## src/rtl/timer_pkg.sv

```systemverilog
// Shared definitions for the timer interrupt controller:
// source indices, source count and controller FSM states.
package timer_pkg;

  localparam int NUM_TIMER_IRQ = 12;

  localparam int SRC_CMIA0 = 0;
  localparam int SRC_CMIA1 = 1;
  localparam int SRC_CMIA2 = 2;
  localparam int SRC_CMIA3 = 3;
  localparam int SRC_CMIB0 = 4;
  localparam int SRC_CMIB1 = 5;
  localparam int SRC_CMIB2 = 6;
  localparam int SRC_CMIB3 = 7;
  localparam int SRC_OVI0  = 8;
  localparam int SRC_OVI1  = 9;
  localparam int SRC_OVI2  = 10;
  localparam int SRC_OVI3  = 11;

  typedef enum logic [1:0] {
    IDLE = 2'd0,
    REQ  = 2'd1,
    SVC  = 2'd2
  } intc_state_t;

endpackage

```

## src/rtl/timer_intc_prio.sv

```systemverilog
// Lowest-index-wins priority encoder for the interrupt candidates.
// Index 0 (CMIA0) has the highest priority.
module timer_intc_prio #(
  parameter int N = 12,
  parameter int W = 4
) (
  input  logic [N-1:0] req,
  output logic         valid,
  output logic [W-1:0] idx
);

  always_comb begin
    valid = |req;
    idx   = '0;
    // Scan downwards so the lowest set index is the last one written.
    for (int i = N - 1; i >= 0; i--) begin
      if (req[i]) idx = W'(i);
    end
  end

endmodule

```

## src/rtl/timer_intc.sv

```systemverilog
// Timer interrupt controller: edge detect, pending/enable, fixed priority, req/ack/eoi.
// Define TIMER_INTC_LOST_EN to add the sticky per-source 'lost' flags.
module timer_intc
  import timer_pkg::*;
#(
  parameter int NUM_SRC   = NUM_TIMER_IRQ,
  parameter int VEC_WIDTH = 4
) (
  input  logic                 clk,
  input  logic                 rst,
  input  logic [NUM_SRC-1:0]   irq_src,
  input  logic                 en_we,
  input  logic [NUM_SRC-1:0]   en_wdata,
  input  logic [NUM_SRC-1:0]   pend_clr,
  input  logic                 irq_ack,
  input  logic                 irq_eoi,
  output logic                 irq_req,
  output logic [VEC_WIDTH-1:0] irq_vec,
  output logic [NUM_SRC-1:0]   enable,
  output logic [NUM_SRC-1:0]   pending,
  output logic                 in_service
`ifdef TIMER_INTC_LOST_EN
  ,
  output logic [NUM_SRC-1:0]   lost
`endif
);

  logic [NUM_SRC-1:0]   src_q;
  logic [NUM_SRC-1:0]   pend_q;
  logic [NUM_SRC-1:0]   pend_d;
  logic [NUM_SRC-1:0]   en_q;
  logic [NUM_SRC-1:0]   en_d;
  logic [NUM_SRC-1:0]   rise;
  logic [NUM_SRC-1:0]   ack_clr;
  logic [NUM_SRC-1:0]   cand;
  logic [VEC_WIDTH-1:0] vec_q;
  logic [VEC_WIDTH-1:0] vec_d;
  logic [VEC_WIDTH-1:0] win_idx;
  logic                 win_valid;
  logic                 ack_take;
  intc_state_t          state_q;
  intc_state_t          state_d;

  assign rise     = irq_src & ~src_q;
  assign ack_take = (state_q == REQ) && irq_ack;
  assign ack_clr  = ack_take ? (NUM_SRC'(1) << vec_q) : '0;
  // A fresh edge beats any clear landing on the same bit.
  assign pend_d   = (pend_q & ~pend_clr & ~ack_clr) | rise;
  assign en_d     = en_we ? en_wdata : en_q;
  assign cand     = pend_q & en_q;

  timer_intc_prio #(
    .N (NUM_SRC),
    .W (VEC_WIDTH)
  ) u_prio (
    .req   (cand),
    .valid (win_valid),
    .idx   (win_idx)
  );

  always_comb begin
    state_d = state_q;
    vec_d   = vec_q;
    unique case (state_q)
      IDLE: begin
        if (win_valid) begin
          vec_d   = win_idx;
          state_d = REQ;
        end
      end
      REQ: begin
        if (irq_ack) state_d = SVC;
      end
      SVC: begin
        if (irq_eoi) state_d = IDLE;
      end
      default: state_d = IDLE;
    endcase
  end

  always_ff @(posedge clk or posedge rst) begin
    if (rst) begin
      src_q   <= '0;
      pend_q  <= '0;
      en_q    <= '0;
      vec_q   <= '0;
      state_q <= IDLE;
    end else begin
      src_q   <= irq_src;
      pend_q  <= pend_d;
      en_q    <= en_d;
      vec_q   <= vec_d;
      state_q <= state_d;
    end
  end

  assign irq_req    = (state_q == REQ);
  assign in_service = (state_q == SVC);
  assign irq_vec    = vec_q;
  assign enable     = en_q;
  assign pending    = pend_q;

`ifdef TIMER_INTC_LOST_EN
  logic [NUM_SRC-1:0] lost_q;
  logic [NUM_SRC-1:0] lost_d;

  // An edge onto a bit that stays pending means one event was merged away.
  assign lost_d = (lost_q & ~pend_clr)
                | (rise & pend_q & ~pend_clr & ~ack_clr);

  always_ff @(posedge clk or posedge rst) begin
    if (rst) lost_q <= '0;
    else     lost_q <= lost_d;
  end

  assign lost = lost_q;
`endif

endmodule
```

## config.mk

```make
export PLATFORM = sky130hd
export DESIGN_NAME = timer_intc
export DESIGN_NICKNAME = d
export VERILOG_FILES = /design/src/rtl/timer_pkg.sv /design/src/rtl/timer_intc_prio.sv /design/src/rtl/timer_intc.sv
export SDC_FILE = /design/constraint.sdc
export NUM_CORES = 1
export LEC_CHECK = 0
export CORE_AREA = 2 2 67 69
export DETAILED_ROUTE_END_ITERATION = 12
export DIE_AREA = 0 0 69 71
export PLACE_DENSITY = 0.82
export SYNTH_ARGS = -nofsm -noshare
export SYNTH_HDL_FRONTEND = slang
export SYNTH_HIERARCHICAL = 1
export SYNTH_SLANG_ARGS = --single-unit
```

## constraint.sdc

```tcl
create_clock -name clk -period 2.9 [get_ports clk]
set_input_delay 0.29 -clock clk [delete_from_list [all_inputs] [get_ports clk]]
set_output_delay 0.29 -clock clk [all_outputs]
set_load 0.05 [all_outputs]
```

* Word level (Yosys, flattened, before mapping)
Index checks and enable logic that the tools add are counted.
W data, S select, Z words.
** Storage, ports and cells
- Word-level logic and storage cells :: 41
- Input port bits :: 41
- Output and inout port bits :: 30
- Flip-flop bits (word level) :: 42
** Cells by class
- Equality and inequality tests :: 5
- Bitwise logic cells :: 8
- Reductions and logical operators :: 5
- Multiplexer cells :: 17
- Shifts and indexed selects :: 1
** Operators with widths (number)
- $and A12 B12 Y12 :: 4
- $mux W4 :: 12
- $not A12 Y12 :: 3
- $mux W12 :: 1
- $or A12 B12 Y12 :: 1
- $reduce_or A12 Y1 :: 1
- $shl A1 B4 Y12 const A :: 1
- $mux W2 :: 3
- $pmux W2 S3 :: 1
- $ne A2 B2 Y1 const B :: 2
- $reduce_and A3 Y1 :: 1
- $eq A2 B1 Y1 const B :: 1
- $eq A2 B2 Y1 const B :: 1
- $logic_not A2 Y1 :: 1
- $ne A2 B1 Y1 const B :: 1
- $reduce_and A2 Y1 :: 1
- $logic_and A1 B1 Y1 :: 1

* Longest topological paths before layout
Gate-level depths: netlist (run 1).
- Word-level depth :: 13
- Gate-level depth with buffers :: 6
- Gate-level depth less buffers :: 6

* By module
Netlist (run 1), hierarchy kept.
** By module, submodules not included
- timer_intc :: area each 1756.7 µm², seq. area each 1051.0 µm², instances 1, cells each 139
- timer_intc_prio :: area each 128.9 µm², seq. area each 0.0 µm², instances 1, cells each 22

* Least setup slack after synthesis (run 1)
No wires, ideal clock.
- Kind :: register to register
- Start :: register pend_q[6], in the netlist pending[6]
- End :: register vec_q[0], in the netlist irq_vec[0]
- Stages on the path, launching flop included :: 6
- Slack :: 1.040 ns
- Library setup time :: 0.125 ns
- Required time :: 2.775 ns
- Arrival time :: 1.735 ns
- Clock period less this slack :: 1.860 ns
- Buffers on the path :: 0
- Cells stage by stage :: dfrtp_1 and2_1 nor4_2 nand3_1 nor3b_4 mux2_2
** Between the ends
- Elaborated cells on any way between the ends :: 10
- Classes of those cells :: mux (7); bitwise (1); reduce/logical (2)
** RTL lines
- from (decl) :: line timer_intc.sv:29 : logic [NUM_SRC-1:0] pend_q;
- from (signal assigned) :: line timer_intc.sv:90 : pend_q <= pend_d;
- $and A12 B12 Y12 :: line timer_intc.sv:50 : assign cand = pend_q & en_q;
- via cand[6] :: line timer_intc.sv:35 : logic [NUM_SRC-1:0] cand;
- $reduce_or A12 Y1 :: line timer_intc_prio.sv:13 : valid = |req;
- via win_valid :: line timer_intc.sv:39 : logic win_valid;
- $reduce_and A2 Y1 (no source line)
- to (signal assigned) :: line timer_intc.sv:92 : vec_q <= vec_d;
- to (decl) :: line timer_intc.sv:36 : logic [VEC_WIDTH-1:0] vec_q;
The timed path passes the listed nets, and every way through them passes these cells.
A chain may end at the register's enable or synchronous reset.

* Worst setup path in the final report (run 1)
- Start :: register state_q[0]
- End :: output irq_req
** Between the ends
- Longest elaborated chain between the ends :: 1
** RTL lines
- from (decl) :: line timer_intc.sv:41 : intc_state_t state_q;
- from (signal assigned) :: line timer_intc.sv:93 : state_q <= state_d;
- $eq A2 B1 Y1 :: line timer_intc.sv:97 : assign irq_req = (state_q == REQ);
- to (decl) :: line timer_intc.sv:17 : output logic irq_req,
No other way between the ends.

==> metrics.csv, run 1 <==
stage;metric;value;unit
clocking;Max Buffers Root-to-Sink;2;
outcome;status;completed;
synth;post-synthesis sequential area ratio;55.7;%
min_path;Hold WC Path Type;reg -> reg;
power;leakage;1.14;nW
final_layout;final design utilization;64.9;%
drt;DRT Pass-1 Iters;4;
sta;endpoints failing setup;0;
placement;PortBufs;70;
sta;Final min period;2.17;ns
min_path;min-delay src;src_q[9]$_DFF_PP0_;
clocking;# clock sinks;42;
global_route;GR Overflow Total;0;
synth;Avg Inst Size Synth;11.7;µm²
setup_path;Crit. End Element;output port;
final_layout;# diodes;0;
drt;wire length per cell;14.2;µm
setup_path;crit path DAT;1.88;ns
synth;synth warn;6;
die;Die Wd;69;µm
clocking;CTS tree;done;
global_route;first-pass GRT wire length;7.16;mm
global_route;initial antenna violation count;0;
die;Core Footprint;0.00420;mm²
final_layout;Nets;276;
synth;Yosys top cell area share;55.7;%
setup_path;CP Launch Type;flip-flop;
die;std cell rows;24;
synth;syn nets;202;
drt;1st-iter DRT viols;68;
setup_path;CP Launch Point;state_q[0]$_DFFE_PP0P_;
setup_path;r2r setup slk;1.13;ns
placement;Final HPWL DP;3.16;mm
die;Die ar.;0.00490;mm²
clocking;Hold Buf Count CTS;0;
drt;vias per cell;5.06;
drt;DRT antenna net count;0;
final_layout;Area growth syn-to-layout;44.6;%
final_layout;post-route cell area;0.00273;mm²
placement;Final Wtd Congestion;0.767;
die;Initial Util;44.9;%
clocking;Root Buffer;clkbuf_8;
sta;fin worst setup slack;0.731;ns
setup_path;Worst EP required;2.61;ns
sta;Worst slew margin;29.1;%
die;I/O pins;71;
synth;cell count after synthesis;161;
drt;final WL;4.10;mm
synth;Yosys cell types;31;
setup_path;R2R Path Start;pending[8]$_DFF_PP0_;
global_route;largest net degree at the start of global routing;31;
final_layout;most frequent cells in the layout;clkdlybuf4s50_1, dfrtp_1, inv_1, mux2_2;
sta;Worst-Margin Slew;1.06;ns
sta;fmax;461;MHz
power;Worst VDD drop;0.329;mV
synth;Synth area leader;dfrtp_1;
global_route;total track usage;18.6;%
placement;DP Area;0.00262;mm²
final_layout;ratio of cells with drive above 1 in the final layout;12.3;%
synth;Area contributors post-synth;dfrtp_1, mux2_2, and2_1;
sta;Clock Skews;0.00594;ns
placement;DP Worst Slack;1.04;ns
setup_path;Critical Path Fanout Max;10;
die;die height;71;µm
final_layout;final non-filler cell total;288;
final_layout;most common cell after layout, fill and taps aside;clkdlybuf4s50_1;
sta;RSZ-0062 raised after global routing;no;
drt;via count;1457;
drt;DRC viols;0;
sta;max-slew violations;0;
synth;Synth Cell Area;0.00189;mm²
global_route;vias in the first global route;1489;
clocking;Post CTS Setup Buffer Count;0;
job;Max-Cap Viols;0;
clocking;Clk pin slew, worst setup/hold paths;0.08;ns
clocking;post-CTS sizing;0;
sta;final critical-path share of the clock period;74.8;%
power;Pwr per Cell Area;734;mW/mm²
sta;Final Hold Fails;0;
clocking;clk_lat worst skew;0.29;ns
setup_path;CP Class;reg -> out;
synth;flops & latches, synth;42;
sta;post-route setup TNS;0;ns
placement;Cells after DPL;280;
clocking;number of H-tree levels;2;
clocking;TritonCTS Buffers;5;
==> worst paths after layout <==
| path | end | depth (start not counted) |
|---|---|---|
| max | irq_req | 2 |
| min | pending[9]$_DFF_PP0_ | 1 |
| max reg2reg | irq_vec[2]$_DFFE_PP0P_ | 5 |
| min reg2reg | pending[9]$_DFF_PP0_ | 1 |
| max in group asynchronous | src_q[7]$_DFF_PP0_ | 3 |
| min in group asynchronous | enable[10]$_DFFE_PP0P_ | 2 |
==> logic make-up (layout without fill, tap and decap cells) <==
| logic type | Yosys count | count (layout) | share of synthesized area, % |
|---|---|---|---|
| multiplexers | 17 | 17 | 10.1 |
| AO/OA/AOI/OAI | 28 | 28 | 8.89 |
| flip-flops | 42 | 42 | 55.7 |
| buffers and inverters | 25 | 100 | 6.24 |
| AND/OR/NAND/NOR | 49 | 49 | 19.0 |
==> synth_stat cells <==
cell type / n
a211oi_1: 1
dfrtp_1: 42
o31ai_1: 1
nor4b_1: 1
buf_6: 3
or3b_1: 2
nand3b_1: 2
nand2_1: 1
nor3_1: 2
inv_2: 1
mux2i_1: 1
nand4bb_2: 1
a22o_1: 1
a21oi_1: 2
o21ai_1: 10
nor2b_1: 12
o32ai_1: 4
o21ai_0: 8
buf_2: 1
o31a_1: 1
inv_1: 20
nor4_1: 3
nor3b_4: 1
nand4b_1: 1
nor4bb_1: 1
mux2_2: 16
nor2_1: 5
nand4bb_4: 1
nor4_2: 2
and2_1: 12
nand3_1: 2
==> where the power goes <==
part           total (mW)  internal, mW  switching [mW]
logic               0.757         0.335           0.423
clock network       0.452         0.258           0.194
registers           0.792         0.666           0.125
==> layer usage <==
metal / track usage, % / wire length [µm]
met1: 25.5 / 1860
met2: 28.5 / 1910
met3: 5.84 / 275
met4: 5.88 / 51
met5: 0 / 0
==> critical path, cell delays in order, from the launching register on <==
cell	delay, ns
dfrtp_1	0.55
nor2b_1	0.21
clkdlybuf4s50_1	0.82
==> registers in the layout, indices dropped and copies added (netlist names) <==
name     cells
state_q      2
irq_vec      4
enable      12
pending     12
src_q       12
==> area by class of cell <==
cell class | count | area, µm²
inverter | 21 | 78.8
clock inverter | 1 | 30.0
fill | 346 | 1480
timing repair buffer | 71 | 708
tap | 52 | 65.1
clock buffer | 7 | 76.3
multi-input combinational | 94 | 717
sequential | 42 | 1050
==> metrics by stage <==
stage               total power, mW  hold slack [ns]
floorplan                      1.33            0.321
global placement               1.55            0.395
detailed placement             1.56            0.403
CTS                            2.02            0.405
global route                   2.10            0.433
finish                         2.00            0.402
No activity file was read; power rests on OpenSTA's default activity.
==> run 2, diff against run 1 <==
CORE_AREA = 2 2 73 75   (was 2 2 67 69)
DIE_AREA = 0 0 75 77   (was 0 0 69 71)
PLACE_DENSITY = 0.73   (was 0.82)
clock period = 1.85 ns   (was 2.9 ns; I/O delays follow)
==> metrics.csv, run 2 (synthesis results as in run 1) <==
stage;metric;value;unit;change
outcome;status;completed;;
final_layout;post-route cell area;0.00277;mm²;+1.6%
sta;endpoints failing setup;0;;unchanged
setup_path;RR Endpoint;irq_vec[1]$_DFFE_PP0P_;;
clocking;Clk pin slew, worst setup/hold paths;0.08;ns;about the same
power;clock group share of total power;21.5;%;-1.1 points
setup_path;Critical Path Fanout Max;4;;-6
power;sequential power share;39.5;%;about the same
clocking;Root Buffer;clkbuf_8;;
clocking;Hold Buf Count CTS;0;;unchanged
placement;Final Wtd Congestion;0.757;;-1.3%
setup_path;CP Launch Point;pending[8]$_DFF_PP0_;;
setup_path;R2R Path Start;pending[8]$_DFF_PP0_;;
drt;via count;1409;;-3.3%
setup_path;CP Launch Type;flip-flop;;
final_layout;Area growth syn-to-layout;46.8;%;
final_layout;# diodes;0;;unchanged
sta;Worst slew margin;63.9;%;+35 points
global_route;vias in the first global route;1413;;-5.1%
die;Core Footprint;0.00498;mm²;+18%
setup_path;CP Class;reg -> reg;;
clocking;Post CTS Setup Buffer Count;0;;unchanged
sta;Clock Skews;0.00184;ns;-0.00410 ns
drt;DRC viols;0;;unchanged
power;internal power;1.96;mW;+56%
final_layout;number of fill cells;456;;+32%
power;Psw;1.17;mW;+57%
drt;DRT antenna net count;0;;unchanged
setup_path;r2r setup slk;0.11;ns;-1.02 ns
sta;Worst-Margin Slew;0.539;ns;-0.518 ns
placement;DP Area;0.00266;mm²;+1.5%
drt;DRT Pass-1 Iters;4;;unchanged
drt;vias per cell;4.57;;-9.6%
final_layout;most common cell after layout, fill and taps aside;clkdlybuf4s50_1;;
global_route;first-pass GRT wire length;6.86;mm;-4.2%
die;std cell rows;26;;+8.3%
setup_path;Crit. End Element;flip-flop;;
power;Pwr per Cell Area;1130;mW/mm²;+54%
setup_path;Worst EP required;2.02;ns;-0.59 ns
sta;fin worst setup slack;0.106;ns;-0.624 ns
clocking;number of H-tree levels;2;;unchanged
clocking;TritonCTS Buffers;5;;unchanged
placement;DP Worst Slack;0.121;ns;-0.920 ns
global_route;GR Overflow Total;0;;unchanged
sta;post-route setup TNS;0;ns;unchanged
clocking;Max Buffers Root-to-Sink;2;;unchanged
final_layout;Nets;278;;+0.72%
drt;wire length per cell;13.6;µm;-4.3%
sta;Final min period;1.74;ns;
sta;RSZ-0062 raised after global routing;no;;
power;Worst VDD drop;0.654;mV;+99%
sta;final critical-path share of the clock period;94.3;%;
power;switching share of power;37.2;%;+0.14 points
sta;Final Hold Fails;0;;unchanged
global_route;largest net degree at the start of global routing;20;;-35%
setup_path;crit path DAT;1.92;ns;+0.04 ns
clocking;# clock sinks;42;;unchanged
global_route;total track usage;15.5;%;-3.1 points
die;die height;77;µm;+8.5%
min_path;Hold WC Path Type;in -> async;;
sta;max-slew violations;0;;unchanged
sta;fmax;573;MHz;
job;Max-Cap Viols;0;;unchanged
global_route;initial antenna violation count;0;;unchanged
clocking;CTS tree;done;;
drt;final WL;4.20;mm;+2.4%
placement;PortBufs;70;;unchanged
final_layout;most frequent cells in the layout;clkdlybuf4s50_1, dfrtp_1, inv_1, mux2_2;;
setup_path;Worst Reg-to-Reg Cells;5;;unchanged
sta;Final Hold Slack;0.176;ns;-0.225 ns
clocking;clk_lat worst skew;0.29;ns;about the same
clocking;post-CTS sizing;0;;unchanged
die;Initial Util;37.9;%;-7.0 points
power;Gate power share;39.0;%;+1.1 points
placement;Final HPWL DP;3.30;mm;+4.6%
die;Die ar.;0.00578;mm²;+18%
die;I/O pins;71;;unchanged
die;Die Wd;75;µm;+8.7%
drt;1st-iter DRT viols;51;;-25%
power;leakage;1.17;nW;+2.1%
final_layout;ratio of cells with drive above 1 in the final layout;16.4;%;+4.1 points
## run 2: power groups by stage
stage	sequential (mW)	clock (mW)	combinational [mW]
after floorplan	1.49	0	0.597
after global placement	1.26	0	1.22
after detailed placement	1.26	0	1.23
after CTS	1.24	0.698	1.23
after global routing	1.27	0.738	1.29
final	1.24	0.672	1.22
## run 2: worst max-delay path, stage by stage, from the launching register on
cell and delay [ns]:
dfrtp_1 0.39, and2_1 0.19, nor4_1 0.41, nand3_1 0.16, nor3b_4 0.20, mux2_2 0.29
## run 2: worst max path at each step
| stage | to | slack [ns] | cells after the start |
|---|---|---|---|
| CTS | irq_vec[1]$_DFFE_PP0P_ | 0.1 | 5 |
| finish | irq_vec[1]$_DFFE_PP0P_ | 0.11 | 5 |
| detailed placement | irq_vec[1]$_DFFE_PP0P_ | 0.12 | 5 |
| global route | irq_vec[1]$_DFFE_PP0P_ | 0.001 | 5 |
| global placement | irq_vec[1]$_DFFE_PP0P_ | 0.19 | 5 |
| floorplan | irq_vec[0]$_DFFE_PP0P_ | 0.01 | 5 |
## run 2: layout make-up
cell class,count,area [µm²],share of cell area [%]
flip-flops and latches,42,1050,38.0
multi-input cells,94,717,25.9
well taps,70,87.6,3.16
inverters,21,78.8,2.85
clock buffers,8,110,3.98
repair buffers,73,723,26.1
## run 2: through the flow
step	power, mW	cells	utilization [%]
CTS	3.17	308	55.6
global placement	2.47	300	53.4
finish	3.13	308	55.6
detailed placement	2.49	300	53.4
global route	3.30	308	55.6
floorplan	2.09	161	-
## run 2: per-layer routing
metal / routed length [µm] / vias to the layer above / track usage, %
met5: 0 / - / 0
met4: 27 / 0 / 3.75
met3: 361 / 4 / 5.78
met2: 1940 / 47 / 23.6
met1: 1870 / 656 / 20.9
li1: - / 702 / -
